==> config.mk <==
export PLATFORM = sky130hd
export DESIGN_NAME = ecc_register_bank
export DESIGN_NICKNAME = d
export VERILOG_FILES = /design/src/rtl/ecc_regs_pkg.sv /design/src/rtl/ecc_access_event.sv /design/src/rtl/ecc_register_bank.sv
export SDC_FILE = /design/constraint.sdc
export NUM_CORES = 1
export LEC_CHECK = 0
export BUFFER_PORTS_ARGS = -buffer_cell sky130_fd_sc_hd__buf_2
export CELL_PAD_IN_SITES_DETAIL_PLACEMENT = 1
export CELL_PAD_IN_SITES_GLOBAL_PLACEMENT = 2
export CORE_MARGIN = 2
export CORE_UTILIZATION = 27
export CTS_BUF_LIST = sky130_fd_sc_hd__clkbuf_8 sky130_fd_sc_hd__clkbuf_16
export DETAILED_ROUTE_END_ITERATION = 6
export MAX_ROUTING_LAYER = met4
export PLACE_DENSITY = 0.85
export SYNTH_ARGS = -nofsm -noshare
export SYNTH_HDL_FRONTEND = slang
export SYNTH_SLANG_ARGS = --single-unit
export TNS_END_PERCENT = 20
==> constraint.sdc <==
create_clock -name clk -period 2.65 [get_ports clk]
set_input_delay 0 -clock clk [delete_from_list [all_inputs] [get_ports clk]]
set_output_delay 0 -clock clk [all_outputs]
set_load 0.02 [all_outputs]
==> src/rtl/ecc_regs_pkg.sv <==
// Shared constants for the ECC accelerator register bank: register offsets,
// core configuration encodings, strobe codes and STATUS bit positions.
package ecc_regs_pkg;

    localparam logic [2:0] ADDR_CTRL          = 3'd0;
    localparam logic [2:0] ADDR_DATA_IN       = 3'd1;
    localparam logic [2:0] ADDR_NOISE         = 3'd2;
    localparam logic [2:0] ADDR_STATUS        = 3'd3;
    localparam logic [2:0] ADDR_DATA_OUT      = 3'd4;
    localparam logic [2:0] ADDR_NUM_OF_ERRORS = 3'd5;
    localparam logic [2:0] ADDR_CMD           = 3'd6;

    localparam logic [1:0] OP_ENCODE   = 2'b00;
    localparam logic [1:0] OP_DECODE   = 2'b01;
    localparam logic [1:0] OP_CHANNEL  = 2'b10;
    localparam logic [1:0] OP_RESERVED = 2'b11;

    localparam logic [1:0] WIDTH_8        = 2'b00;
    localparam logic [1:0] WIDTH_16       = 2'b01;
    localparam logic [1:0] WIDTH_32       = 2'b10;
    localparam logic [1:0] WIDTH_RESERVED = 2'b11;

    localparam logic [1:0] REN_NONE  = 2'b00;
    localparam logic [1:0] REN_WRITE = 2'b01;
    localparam logic [1:0] REN_READ  = 2'b10;

    localparam int STATUS_BUSY = 0;
    localparam int STATUS_DONE = 1;
    localparam int STATUS_ERR  = 2;

    // CTRL layout: [1:0] OP, [3:2] WIDTH.
    function automatic logic ctrl_is_reserved(input logic [3:0] ctrl);
        return (ctrl[1:0] == OP_RESERVED) || (ctrl[3:2] == WIDTH_RESERVED);
    endfunction

endpackage

==> src/rtl/ecc_access_event.sv <==
// Turns the APB FSM's level strobe into single-cycle write/read event pulses,
// so a strobe held across several cycles counts as one access.
module ecc_access_event
    import ecc_regs_pkg::*;
(
    input  logic       clk,
    input  logic       reset,
    input  logic [1:0] reg_enable,
    output logic       wr_evt,
    output logic       rd_evt
);

    logic [1:0] prev_enable;

    always_ff @(posedge clk or posedge reset) begin
        if (reset) begin
            prev_enable <= REN_NONE;
        end else begin
            prev_enable <= reg_enable;
        end
    end

    assign wr_evt = (reg_enable == REN_WRITE) && (prev_enable != REN_WRITE);
    assign rd_evt = (reg_enable == REN_READ)  && (prev_enable != REN_READ);

endmodule

==> src/rtl/ecc_register_bank.sv <==
// Memory-mapped configuration/operand/result registers of the ECC accelerator,
// with the start/busy handshake to the core and the combinational read mux.
module ecc_register_bank
    import ecc_regs_pkg::*;
#(
    parameter int DATA_WIDTH = 32,
    parameter int ADDR_WIDTH = 32
) (
    input  logic                  clk,
    input  logic                  reset,
    input  logic [1:0]            REG_ENABLE,
    input  logic [ADDR_WIDTH-1:0] PADDR,
    input  logic [DATA_WIDTH-1:0] PWDATA,
    output logic [DATA_WIDTH-1:0] PRDATA,
    output logic [3:0]            CTRL,
    output logic [DATA_WIDTH-1:0] DATA_IN,
    output logic [DATA_WIDTH-1:0] NOISE,
    output logic                  START,
    input  logic                  CORE_DONE,
    input  logic [DATA_WIDTH-1:0] CORE_DATA_OUT,
    input  logic [1:0]            CORE_NUM_OF_ERRORS
);

    logic                  wr_evt;
    logic                  rd_evt;
    logic [2:0]            addr;
    logic [3:0]            ctrl;
    logic [DATA_WIDTH-1:0] data_in;
    logic [DATA_WIDTH-1:0] noise;
    logic [DATA_WIDTH-1:0] data_out;
    logic [1:0]            num_errors;
    logic                  start_pulse;
    logic                  busy;
    logic                  done;
    logic                  err;
    logic                  unused_addr;

    ecc_access_event u_access_event (
        .clk        (clk),
        .reset      (reset),
        .reg_enable (REG_ENABLE),
        .wr_evt     (wr_evt),
        .rd_evt     (rd_evt)
    );

    assign addr        = PADDR[4:2];
    assign unused_addr = ^{PADDR[ADDR_WIDTH-1:5], PADDR[1:0]};

    always_ff @(posedge clk or posedge reset) begin
        if (reset) begin
            ctrl        <= '0;
            data_in     <= '0;
            noise       <= '0;
            data_out    <= '0;
            num_errors  <= '0;
            start_pulse <= 1'b0;
            busy        <= 1'b0;
            done        <= 1'b0;
            err         <= 1'b0;
        end else begin
            start_pulse <= 1'b0;

            if (wr_evt && !busy) begin
                case (addr)
                    ADDR_CTRL:    ctrl    <= PWDATA[3:0];
                    ADDR_DATA_IN: data_in <= PWDATA;
                    ADDR_NOISE:   noise   <= PWDATA;
                    ADDR_CMD: begin
                        if (PWDATA[0]) begin
                            if (ctrl_is_reserved(ctrl)) begin
                                err <= 1'b1;
                            end else begin
                                busy        <= 1'b1;
                                start_pulse <= 1'b1;
                            end
                        end
                    end
                    default: ;
                endcase
            end

            if (rd_evt && (addr == ADDR_STATUS)) begin
                done <= 1'b0;
                err  <= 1'b0;
            end

            // NOTE: this sits after the STATUS clear on purpose; with non-blocking
            // assignments the last one wins, so a same-cycle completion keeps DONE set.
            if (CORE_DONE && busy) begin
                data_out   <= CORE_DATA_OUT;
                num_errors <= CORE_NUM_OF_ERRORS;
                busy       <= 1'b0;
                done       <= 1'b1;
            end
        end
    end

    // Read data is driven only while the read strobe is up, otherwise the bus sees 0.
    always_comb begin
        PRDATA = '0;
        if (REG_ENABLE == REN_READ) begin
            case (addr)
                ADDR_CTRL:          PRDATA = {{(DATA_WIDTH-4){1'b0}}, ctrl};
                ADDR_DATA_IN:       PRDATA = data_in;
                ADDR_NOISE:         PRDATA = noise;
                ADDR_STATUS: begin
                    PRDATA[STATUS_BUSY] = busy;
                    PRDATA[STATUS_DONE] = done;
                    PRDATA[STATUS_ERR]  = err;
                end
                ADDR_DATA_OUT:      PRDATA = data_out;
                ADDR_NUM_OF_ERRORS: PRDATA = {{(DATA_WIDTH-2){1'b0}}, num_errors};
                default:            PRDATA = '0;
            endcase
        end
    end

    assign CTRL    = ctrl;
    assign DATA_IN = data_in;
    assign NOISE   = noise;
    assign START   = start_pulse;

endmodule
### Word level (Yosys, flattened, before mapping)

Index checks and enable logic that the tools add are counted.

| word-level totals | value |
|---|---|
| flip-flop bits (word level) | 108 |
| latch bits | 0 |
| RAM bits | 0 |
| ROM bits | 0 |
| input bits | 103 |
| output and inout bits | 101 |
| logic and storage cells | 63 |
| memories kept | 0 |

| cells by class | value |
|---|---|
| $add $sub $neg | 0 |
| multipliers | 0 |
| divide/modulo/power cells | 0 |
| magnitude comparators | 0 |
| eq/ne operators | 13 |
| shift-type cells | 0 |
| multiplexer cells | 19 |
| bitwise logic cells | 0 |
| reductions and logical operators | 21 |

Operators by type and width:

| cell | number |
|---|---|
| one-hot mux 29 bit (4 select lines) | 1 |
| two-way mux 32 bit | 1 |
| one-hot mux 3 bit (6 select lines) | 1 |
| two-way mux 1 bit | 16 |
| nonzero test 2 bit | 8 |
| == test 3 bit (second input constant) | 3 |
| AND reduction 4 bit | 2 |
| == test 2 bit (second input constant) | 3 |
| == test 3 x 2 -> 1 bit (second input constant) | 2 |
| AND reduction 2 bit | 3 |
| logical AND 1 bit | 5 |
| != test 2 x 1 -> 1 bit (second input constant) | 2 |
| == test 3 x 1 -> 1 bit (second input constant) | 1 |
| zero test 3 bit | 1 |
| == test 2 x 1 -> 1 bit (second input constant) | 1 |
| != test 2 bit (second input constant) | 1 |
| zero test 1 bit | 1 |
| logical OR 1 bit | 1 |

### Logic depth before layout (Yosys ltp)

Gate-level depths: netlist (run 1).

| depth | value |
|---|---|
| word-level depth | 7 |
| depth in mapped cells | 6 |
| gate-level depth less buffers | 3 |

### By module

A second synthesis (run 1) with hierarchy kept.

| second synthesis, totals | value |
|---|---|
| cells, all modules | 407 |
| area, all modules | 5084.9 um^2 |

By module, submodules not included:

| module | times used | cells an instance | area an instance (um^2) | sequential area each (um^2) |
|---|---|---|---|---|
| ecc_register_bank | 1 | 400 | 4993.5 | 2652.5 |
| ecc_access_event | 1 | 7 | 91.3 | 50.0 |

### Worst setup path after synthesis (run 1)

No wires, ideal clock.

| timing path | value |
|---|---|
| path kind | register to register |
| start | register busy |
| end | register noise[0] (netlist: NOISE[0]) |
| library setup time | 0.125 ns |
| data arrival time | 1.417 ns |
| required time | 2.525 ns |
| path slack | 1.108 ns |
| stages on the path, launching flop included | 5 |
| path buffers | 1 |
| clock period less this slack | 1.542 ns |
| cell sequence | dfrtp_1 nor4b_2 nand3_1 buf_2 mux2_2 |

| on the way | value |
|---|---|
| word-level cells in the longest chain between the ends | 3 |

RTL lines:

| element | RTL line | source |
|---|---|---|
| start, declared | ecc_register_bank.sv:33 | `logic busy;` |
| start signal, assigned | ecc_register_bank.sv:57 | `busy <= 1'b0;` |
| start signal, assigned | ecc_register_bank.sv:73 | `busy <= 1'b1;` |
| start signal, assigned | ecc_register_bank.sv:92 | `busy <= 1'b0;` |
| zero test 1 bit | ecc_register_bank.sv:63 | `if (wr_evt && !busy) begin` |
| logical AND 1 bit | ecc_register_bank.sv:63 |  |
| AND reduction 2 bit (no line) | - |  |
| end signal, assigned | ecc_register_bank.sv:53 | `noise <= '0;` |
| end signal, assigned | ecc_register_bank.sv:67 | `ADDR_NOISE: noise <= PWDATA;` |
| end, declared | ecc_register_bank.sv:29 | `logic [DATA_WIDTH-1:0] noise;` |

No other way between the ends.
A chain may end at the register's enable or synchronous reset.

### Worst setup path after layout (run 1)

| timing path | value |
|---|---|
| start | input port REG_ENABLE[1] |
| end | output port PRDATA[12] |

| on the way | value |
|---|---|
| word-level cells in the longest chain between the ends | 2 |

RTL lines:

| element | RTL line | source |
|---|---|---|
| start, declared | ecc_register_bank.sv:11 | `input logic [1:0] REG_ENABLE,` |
| == test 2 bit | ecc_register_bank.sv:101 | `if (REG_ENABLE == REN_READ) begin` |
| two-way mux 32 bit | ecc_register_bank.sv:101 |  |
| end, declared | ecc_register_bank.sv:14 | `output logic [DATA_WIDTH-1:0] PRDATA,` |

No other way between the ends.

==> qor.log, run 1 <==
INFO  worst_setup_path rrSetupSlack=0.93ns
INFO  synthesis      synth_seq_cells=108
INFO  cts            cts.htree.levels=3
INFO  synthesis      complex_gate_fraction_of_the_synthesized_area=0.0754
INFO  floorplan      die_height=143um
INFO  grt            overflow=0
INFO  timing         maxClockFrequency=0.477GHz
INFO  detailed_routing detailed_route_vias_per_instance=4.74
INFO  worst_setup_path criticalPathCategory=in2out
INFO  timing         grt_setup_unrepaired=no
INFO  cells_and_area final_common_cell=sky130_fd_sc_hd__buf_2
INFO  synthesis      synthSimpleGateAreaFrac=0.143
INFO  detailed_routing dr.pass1.iters=4
INFO  worst_setup_path worst-r2r-cell-count=4
INFO  grt            first_global_vias=4929
INFO  synthesis      async_flop_share=1.00
INFO  cts            worstSkewPairLatency=0.35ns
INFO  grt            grt_usage=0.175
INFO  floorplan      floorplan.core_area=18800squm
INFO  cells_and_area area_used_by_multi_input_combinational_logic=2390squm
INFO  place          buffer_ports.inserted=174
INFO  detailed_routing route.detailed.drc=0
INFO  floorplan      design.portCount=204
INFO  min_path       min_path_type=in2reg
INFO  cts            cts_setup_buffers=0
INFO  cts            cts_buffers=9
INFO  cells_and_area final_layout_size_suffix_gt1_frac=0.422
INFO  grt            largest_net_degree_at_the_start_of_global_routing=109
INFO  timing         period_needed=2.09ns
INFO  min_path       worst_hold_startpoint=PADDR[2]
INFO  worst_setup_path worst_setup_path_end_kind=primary output
INFO  synthesis      post_synth_fa_ha_maj_area_fraction=0
INFO  synthesis      synthMuxAreaShare=0.234
INFO  worst_setup_path worstSetupStartpointType=input pin
INFO  timing         final_max_slew_viol_count=0
INFO  floorplan      design.die.area=20500squm
INFO  grt            grt_met3_usage=0.0241
INFO  place          placedInstanceArea=6420squm
INFO  timing         max_slew_margin=0.283
INFO  power          power.density_cell_area=686nW/um^2
INFO  timing         finalSetupTns=0ns
INFO  min_path       worst_hold_path.endpoint=err
INFO  synthesis      synth_nets=537
INFO  cts            clock_sink_count=108
INFO  synthesis      postSynth.topFlopCell=sky130_fd_sc_hd__dfrtp_1
INFO  cells_and_area fin_area=7430squm
INFO  synthesis      synth_xor_xnor_area_share=0
INFO  power          worst_ir_drop_vdd=331uV
INFO  run_status     outcome=finished clean
INFO  synthesis      mappedNetlistArea=5220squm
INFO  flow_run       cap_violations=0
INFO  detailed_routing ant_nets=0
INFO  worst_setup_path worst_r2r_src=busy
INFO  place          gp_routability_congestion=0.765
INFO  timing         report.final.hold_viol_count=0
INFO  synthesis      synth_seq_area_share=0.517
INFO  cells_and_area nets=771
INFO  synthesis      synth_edf_count=0
INFO  cts            ctsResizeCount=0
INFO  grt            groute.layer.met2.usage=0.296
INFO  cts            cts-root-to-sink-buffers=2
INFO  worst_setup_path critPathMaxFanout=15
INFO  grt            busiest_layer=met2
INFO  synthesis      syn_avg_cell_area=12.0squm
INFO  detailed_routing routed_wl=16800um
INFO  detailed_routing drt_wl_cell=18.0um
INFO  cts            clk_root_buffer_cell=sky130_fd_sc_hd__clkbuf_16
INFO  synthesis      gate_count_post_synth=434
INFO  min_path       worstHoldPathCells=3
INFO  floorplan      die_w=143um
INFO  timing         post-route-period-util=0.790
INFO  grt            globalRouteMet1Util=0.219
INFO  worst_setup_path worst-endpoint-required=2.65ns
INFO  timing         skew=0.00940ns
INFO  power          cellLeakagePower=0.00372uW
INFO  cells_and_area fillCellCount=2099
INFO  floorplan      rows=50
INFO  worst_setup_path timing.rr.end=NOISE[20]
INFO  cts            tritoncts_clock_tree=done
INFO  cts            clkSlewWorstSetupHoldPaths=0.08ns
INFO  cells_and_area regArea=2700squm
INFO  synthesis      synth-warning-count=0
INFO  detailed_routing initialDrtViolationCount=158
INFO  synthesis      yosys.cell_types.count=33
INFO  timing         max_slew.worst_pin.slew=1.07ns
INFO  timing         number_of_failing_setup_endpoints_in_the_final_timing_report=0
INFO  grt            initial_antenna_violation_count=0
INFO  detailed_routing vias=4429
INFO  worst_setup_path arrival_time_of_data_at_the_critical_path_endpoint=2.09ns
INFO  floorplan      start_util=0.277
INFO  grt            grt_pass1_wl=27200um
INFO  cells_and_area area_growth=42.3%
INFO  cells_and_area final_cell_mix=174 x sky130_fd_sc_hd__buf_2, 108 x sky130_fd_sc_hd__dfrtp_1, 74 x sky130_fd_sc_hd__mux2_2
INFO  synthesis      synth_top_family_by_area=multiplexers
INFO  place          hpwl_detailed=10900um
[synth_stat cells (2+ instances only)]
library cell / n / area [sq um]
sky130_fd_sc_hd__a21oi_1: 31 / 155
sky130_fd_sc_hd__a221oi_1: 2 / 17.5
sky130_fd_sc_hd__a22o_1: 2 / 17.5
sky130_fd_sc_hd__and3b_1: 56 / 490
sky130_fd_sc_hd__buf_2: 9 / 45.0
sky130_fd_sc_hd__clkbuf_1: 22 / 82.6
sky130_fd_sc_hd__dfrtp_1: 108 / 2700
sky130_fd_sc_hd__inv_1: 6 / 22.5
sky130_fd_sc_hd__mux2_1: 30 / 338
sky130_fd_sc_hd__mux2_2: 74 / 833
sky130_fd_sc_hd__mux2i_1: 3 / 30.0
sky130_fd_sc_hd__nand2_1: 31 / 116
sky130_fd_sc_hd__nand3_1: 6 / 30.0
sky130_fd_sc_hd__nor2_1: 3 / 11.3
sky130_fd_sc_hd__nor2b_1: 2 / 12.5
sky130_fd_sc_hd__nor3_1: 2 / 10.0
sky130_fd_sc_hd__o21ai_0: 31 / 155
[sequential cells by signal, summed over array words and instances (netlist names)]
signal                      cells
CTRL                            4
busy                            1
u_access_event.prev_enable      2
data_out                       32
num_errors                      2
DATA_IN                        32
done                            1
NOISE                          32
err                             1
START                           1
[power breakdown]
part	internal [uW]	switching [uW]	total, uW
combinational	638	739	1380
sequential	2030	264	2300
clock	788	639	1430
[worst max-delay path, cell delays in order]
cell and delay (ns):
sky130_fd_sc_hd__dlygate4sd3_1 0.52, sky130_fd_sc_hd__buf_2 0.15, sky130_fd_sc_hd__nor2b_1 0.50, sky130_fd_sc_hd__o21ai_4 0.33, sky130_fd_sc_hd__buf_12 0.25, sky130_fd_sc_hd__a21oi_1 0.15
sky130_fd_sc_hd__buf_2 0.19
[worst max-delay path by stage]
stage                       start    endpoint  slack, ns  cells past startpoint
finish              REG_ENABLE[1]  PRDATA[12]       0.56                      7
floorplan                    busy    NOISE[0]       1.11                      4
detailed placement       PADDR[3]   NOISE[19]       0.81                      5
global placement         PADDR[3]   NOISE[20]       0.86                      5
global route        REG_ENABLE[1]   PRDATA[4]       0.36                      7
CTS                 REG_ENABLE[1]  PRDATA[12]       0.50                      7
[kinds of logic after synthesis]
family / Yosys count
flops: 108
compound gates: 72
buf+inv: 38
mux: 108
simple gates: 108
[cell type report]
cell class | instances | area share
inverters | 6 | 0.00353
clock inverters | 5 | 0.00791
multi-input cells | 288 | 0.321
diodes | 1 | 0.000337
well taps | 260 | 0.0438
clock buffers | 11 | 0.0340
repair buffers | 255 | 0.226
flip-flops and latches | 108 | 0.364
[metrics by stage]
stage / hold WS, ns / util / worst slack, ns / total power [uW] / cells
floorplan: 0.0314 / - / 1.11 / 3090 / 434
global placement: 0.166 / 0.341 / 0.858 / 3560 / 847
detailed placement: 0.182 / 0.341 / 0.807 / 3630 / 847
CTS: 0.155 / 0.395 / 0.496 / 5170 / 933
global route: 0.195 / 0.395 / 0.357 / 5380 / 933
finish: 0.173 / 0.395 / 0.555 / 5100 / 934
[layer usage]
metal  vias up  routed length (um)
met3        16                 599
li1       2030                   -
met4         0                 227
met1      2273                7460
met2       110                8520
met5         -                   0
[repair_timing]
item                                    4_1_cts  5_1_grt
hold buffers                                 70        0
endpoints found under the setup margin        0        0
hold endpoints to repair                    214        0
Note: power is estimated with default switching activity, not from simulation.
==> inputs of run 2 (changes only) <==
Clock period 2.65 ns to 1.9 ns, I/O delays scaled along.
==> qor.log, run 2 (synthesized netlist as in run 1, its figures left out) <==
INFO  run_status     outcome=finished clean
INFO  cells_and_area nets=777
INFO  grt            grt_pass1_wl=27000um
INFO  detailed_routing route.detailed.drc=0
INFO  floorplan      rows=50
INFO  cells_and_area fin_area=7490squm
INFO  worst_setup_path criticalPathCategory=in2out
INFO  timing         period_needed=1.79ns
INFO  cells_and_area final_common_cell=sky130_fd_sc_hd__buf_2
INFO  timing         report.final.hold_viol_count=0
INFO  grt            first_global_vias=5043
INFO  detailed_routing dr.pass1.iters=4
INFO  place          placedInstanceArea=6490squm
INFO  worst_setup_path worstSetupStartpoint=REG_ENABLE[1]
INFO  timing         grt_setup_unrepaired=yes
INFO  cts            cts_setup_buffers=0
INFO  power          cellLeakagePower=0.00376uW
INFO  cts            worstSkewPairLatency=0.35ns
INFO  grt            overflow=0
INFO  cells_and_area fillCellCount=2099
INFO  power          power.density_cell_area=946nW/um^2
INFO  grt            grt_usage=0.174
INFO  place          buffer_ports.inserted=174
INFO  timing         max_slew.worst_pin.slew=0.621ns
INFO  grt            largest_net_degree_at_the_start_of_global_routing=109
INFO  cts            cts_buffers=9
INFO  floorplan      design.portCount=204
INFO  worst_setup_path arrival_time_of_data_at_the_critical_path_endpoint=1.79ns
INFO  floorplan      floorplan.core_area=18800squm
INFO  place          dp_worst_setup_slack=0.147ns
INFO  cells_and_area n_antenna_cell=0
INFO  worst_setup_path worstSetupStartpointType=input pin
INFO  floorplan      design.die.area=20500squm
INFO  timing         post-route-worst-setup-slack=0.107ns
INFO  detailed_routing ant_nets=0
INFO  cts            cts-root-to-sink-buffers=2
INFO  timing         skew=0.0112ns
INFO  floorplan      die_w=143um
INFO  timing         max_slew_margin=0.584
INFO  power          worst_ir_drop_vdd=403uV
INFO  cells_and_area area_growth=43.4%
INFO  min_path       min_path_type=in2reg
INFO  detailed_routing routed_wl=17000um
INFO  cts            cts.htree.levels=3
INFO  worst_setup_path worst_r2r_src=busy
INFO  cts            clk_root_buffer_cell=sky130_fd_sc_hd__clkbuf_16
INFO  detailed_routing detailed_route_vias_per_instance=4.70
INFO  flow_run       cap_violations=0
INFO  cts            tritoncts_clock_tree=done
INFO  worst_setup_path worst-endpoint-required=1.90ns
INFO  cts            ctsResizeCount=0
INFO  worst_setup_path worst_setup_path_end_kind=primary output
INFO  timing         maxClockFrequency=0.558GHz
INFO  timing         number_of_failing_setup_endpoints_in_the_final_timing_report=0
INFO  min_path       worst_hold_startpoint=PADDR[2]
INFO  floorplan      die_height=143um
INFO  floorplan      start_util=0.277
INFO  worst_setup_path critPathMaxFanout=15
INFO  detailed_routing drt_wl_cell=18.1um
INFO  timing         post-route-period-util=0.944
INFO  timing         final_max_slew_viol_count=0
INFO  cts            clock_sink_count=108
INFO  cts            clkSlewWorstSetupHoldPaths=0.07ns
INFO  detailed_routing vias=4411
INFO  cells_and_area final_layout_size_suffix_gt1_frac=0.426
INFO  detailed_routing initialDrtViolationCount=138
INFO  place          hpwl_detailed=11200um
INFO  cells_and_area final_cell_mix=174 x sky130_fd_sc_hd__buf_2, 108 x sky130_fd_sc_hd__dfrtp_1, 74 x sky130_fd_sc_hd__mux2_2
INFO  place          gp_routability_congestion=0.760
INFO  grt            initial_antenna_violation_count=0
## run 2: cell count changes in the layout (fill, tap and decap cells not counted), sizes merged
cell      change
buf           +6
clkbuf        -1
clkinv        +1
clkinvlp      -1
diode         -1
inv           +1
## run 2: layout make-up
cell class,instances,area (sq um),area share
Sequential cell,108,2700,0.361
Multi-Input combinational cell,288,2390,0.318
Timing Repair Buffer,261,1750,0.233
Tap cell,260,325,0.0434
Clock buffer,10,239,0.0319
Clock inverter,6,63.8,0.00852
Inverter,6,26.3,0.00351
## run 2: path summary, 6_finish.rpt
kind                                      to  slack [ns]  cells past startpoint
worst max-delay path              PRDATA[11]        0.11                      7
worst min-delay path                     err        0.09                      4
worst max register to register     NOISE[14]        0.11                      4
worst min register to register  data_out[28]        0.50                      1
max in group asynchronous        DATA_IN[28]        1.05                      4
min in group asynchronous        data_out[7]        0.39                      4
## run 2: report_power, final
part	switching, uW	internal [uW]
registers	370	2840
clock network	879	1060
logic	1040	899
## run 2: stage by stage
stage                     setup TNS [ns]  power (uW)  hold WS (ns)  cells   util
after floorplan                        0        4310        0.0314    434      -
after global placement                 0        4980         0.166    853  0.345
after detailed placement               0        5080         0.175    853  0.345
after CTS                              0        7190        0.0678    939  0.398
after global routing           -0.000689        7490         0.109    939  0.398
final                                  0        7090        0.0899    939  0.398
## run 2: metal layers
layer,up-vias,track usage,wire length (um),share of wire
met2,125,0.301,8720,0.51
met4,0,0.0537,267,0.016
met5,-,-,0,0
li1,2039,-,-,-
met3,19,0.0268,693,0.041
met1,2228,0.210,7360,0.43
## run 2: timing repair
action | CTS | global route
hold buffers | 70 | 0
endpoints found under the setup margin | 0 | 1
endpoints found under the hold margin | 214 | 0
## run 2: critical path: stages
cell and delay, ns:
sky130_fd_sc_hd__dlygate4sd3_1 0.51, sky130_fd_sc_hd__buf_2 0.15, sky130_fd_sc_hd__nor2b_1 0.29, sky130_fd_sc_hd__o21ai_4 0.25, sky130_fd_sc_hd__buf_12 0.23, sky130_fd_sc_hd__a21oi_1 0.14
sky130_fd_sc_hd__buf_2 0.19
==> inputs of run 3 (changes only) <==
Settings changed: BUFFER_PORTS_ARGS -buffer_cell sky130_fd_sc_hd__buf_2 to unset, CORE_UTILIZATION 27 to 37, DONT_BUFFER_PORTS set to 1.
Clock period 1.9 ns to 2.01 ns, I/O delays scaled along.
==> qor.log, run 3 (synthesized netlist as in run 1, its figures left out) <==
INFO  timing         max_slew.worst_pin.slew=1.00ns
INFO  worst_setup_path worst_setup_path_end_kind=flip-flop
INFO  detailed_routing route.detailed.drc=0
INFO  cells_and_area final_common_cell=sky130_fd_sc_hd__dfrtp_1
INFO  grt            first_global_vias=4293
INFO  cts            worstSkewPairLatency=0.35ns
INFO  cts            clk_root_buffer_cell=sky130_fd_sc_hd__clkbuf_16
INFO  timing         period_needed=1.85ns
INFO  cts            cts_setup_buffers=0
INFO  flow_run       cap_violations=0
INFO  place          buffer_ports.inserted=0
INFO  detailed_routing ant_nets=0
INFO  timing         max_slew_margin=0.331
INFO  worst_setup_path worstSetupStartpointType=flip-flop
INFO  detailed_routing detailed_route_vias_per_instance=5.53
INFO  timing         post-route-period-util=0.923
INFO  grt            grt_pass1_wl=23900um
INFO  detailed_routing routed_wl=15600um
INFO  floorplan      design.portCount=204
INFO  cells_and_area final_layout_size_suffix_gt1_frac=0.214
INFO  grt            initial_antenna_violation_count=1
INFO  cts            clkSlewWorstSetupHoldPaths=0.07ns
INFO  timing         final_max_slew_viol_count=0
INFO  cts            clock_sink_count=108
INFO  floorplan      die_w=123um
INFO  detailed_routing initialDrtViolationCount=151
INFO  timing         finalSetupTns=0ns
INFO  place          gp_routability_congestion=0.760
INFO  grt            largest_net_degree_at_the_start_of_global_routing=109
INFO  timing         report.final.hold_viol_count=0
INFO  cts            cts.htree.levels=3
INFO  power          worst_ir_drop_vdd=425uV
INFO  place          hpwl_detailed=9550um
INFO  power          p_seq_frac=0.582
INFO  power          netSwitchingFraction=0.327
INFO  cells_and_area nets=606
INFO  timing         grt_setup_unrepaired=no
INFO  timing         number_of_failing_setup_endpoints_in_the_final_timing_report=0
INFO  detailed_routing vias=3801
INFO  worst_setup_path worst-endpoint-required=2.30ns
INFO  floorplan      rows=43
INFO  cells_and_area fillCellCount=1461
INFO  timing         post-route-worst-setup-slack=0.155ns
INFO  worst_setup_path arrival_time_of_data_at_the_critical_path_endpoint=2.14ns
INFO  floorplan      design.die.area=15100squm
INFO  grt            grt_usage=0.216
INFO  detailed_routing dr.pass1.iters=4
INFO  worst_setup_path critPathMaxFanout=6
INFO  floorplan      start_util=0.378
INFO  cells_and_area final_cell_mix=108 x sky130_fd_sc_hd__dfrtp_1, 74 x sky130_fd_sc_hd__mux2_2, 74 x sky130_fd_sc_hd__dlygate4sd3_1
INFO  power          clockPowerShare=0.262
INFO  place          dpl.cell_count=598
INFO  cts            tritoncts_clock_tree=done
INFO  power          intPower=4050uW
INFO  min_path       min_path_type=in2reg
INFO  cells_and_area area_growth=23.6%
INFO  run_status     outcome=finished clean
INFO  power          share_comb_of_total_power=0.156
INFO  power          switching_power=1960uW
INFO  floorplan      floorplan.core_area=13800squm
INFO  cells_and_area post_layout_nonfiller_instances=687
INFO  cts            cts-root-to-sink-buffers=2
INFO  grt            overflow=0
INFO  power          power.density_cell_area=931nW/um^2
INFO  floorplan      die_height=123um
INFO  timing         skew=0.00697ns
INFO  detailed_routing drt_wl_cell=22.8um
INFO  power          cellLeakagePower=0.00296uW
INFO  cts            cts_buffers=9
INFO  place          dp_worst_setup_slack=0.275ns
INFO  timing         maxClockFrequency=0.539GHz
INFO  worst_setup_path criticalPathCategory=reg2reg
## run 3: cell types whose count changed in the layout (fill, tap and decap cells not counted), sizes merged
cell	delta
buf	-175
dlygate4sd3	+4
clkinv	-2
diode	+2
inv	+2
bufinv	-1
clkbuf	-1
clkinvlp	-1
## run 3: layout make-up
type / instances / area (sq um) / area share
clock buffer: 9 / 225 / 0.0349
inverter: 6 / 26.3 / 0.00407
timing repair buffer: 90 / 873 / 0.135
antenna: 2 / 5.00 / 0.000775
tap: 180 / 225 / 0.0349
clock inverter: 4 / 15.0 / 0.00232
multi-input combinational: 288 / 2390 / 0.369
sequential: 108 / 2700 / 0.418
## run 3: final timing paths
path | startpoint | end | slack (ns) | cells past startpoint
setup / recovery | busy | busy | 0.16 | 4
hold / removal | PADDR[4] | err | 0.12 | 3
max in group asynchronous | reset | data_out[22] | 1.25 | 3
setup reg to reg | busy | busy | 0.16 | 4
hold reg to reg | err | err | 0.50 | 1
min in group asynchronous | reset | data_out[4] | 0.31 | 3
## run 3: power by group through the flow
| stage | sequential, uW | combinational [uW] | clock (uW) |
|---|---|---|---|
| finish | 3500 | 937 | 1580 |
| global route | 3580 | 1030 | 1690 |
| CTS | 3500 | 938 | 1610 |
| detailed placement | 3540 | 807 | 0 |
| global placement | 3500 | 749 | 0 |
| floorplan | 3380 | 692 | 0 |
## run 3: routing by layer
| metal | global-route usage | wire [um] | vias up | share of wire |
|---|---|---|---|---|
| met5 | - | 0 | - | 0 |
| met4 | 0.0726 | 250 | 0 | 0.016 |
| met3 | 0.0423 | 731 | 15 | 0.047 |
| met2 | 0.372 | 8260 | 107 | 0.53 |
| met1 | 0.252 | 6390 | 1979 | 0.41 |
| li1 | - | - | 1700 | - |
## run 3: metrics by stage
| step | hold WS, ns | total power [uW] | utilization | cell area (sq um) |
|---|---|---|---|---|
| after floorplan | 0.0314 | 4080 | - | 5230 |
| after global placement | 0.0319 | 4250 | 0.396 | 5470 |
| after detailed placement | 0.0319 | 4350 | 0.396 | 5470 |
| after CTS | 0.0946 | 6050 | 0.467 | 6450 |
| after global routing | 0.140 | 6300 | 0.467 | 6460 |
| final | 0.122 | 6020 | 0.467 | 6460 |
## run 3: critical path, cell delays in order, from the launching register on
cell	delay, ns
sky130_fd_sc_hd__dfrtp_1	0.48
sky130_fd_sc_hd__nor4b_2	0.45
sky130_fd_sc_hd__nand3_1	0.17
sky130_fd_sc_hd__o22ai_1	0.13
sky130_fd_sc_hd__dlygate4sd3_1	0.57
## run 3: repair_timing
| item | CTS | global route |
|---|---|---|
| hold buffers | 74 | 0 |
| hold endpoints to repair | 216 | 0 |
| resized for setup | 0 | 0 |
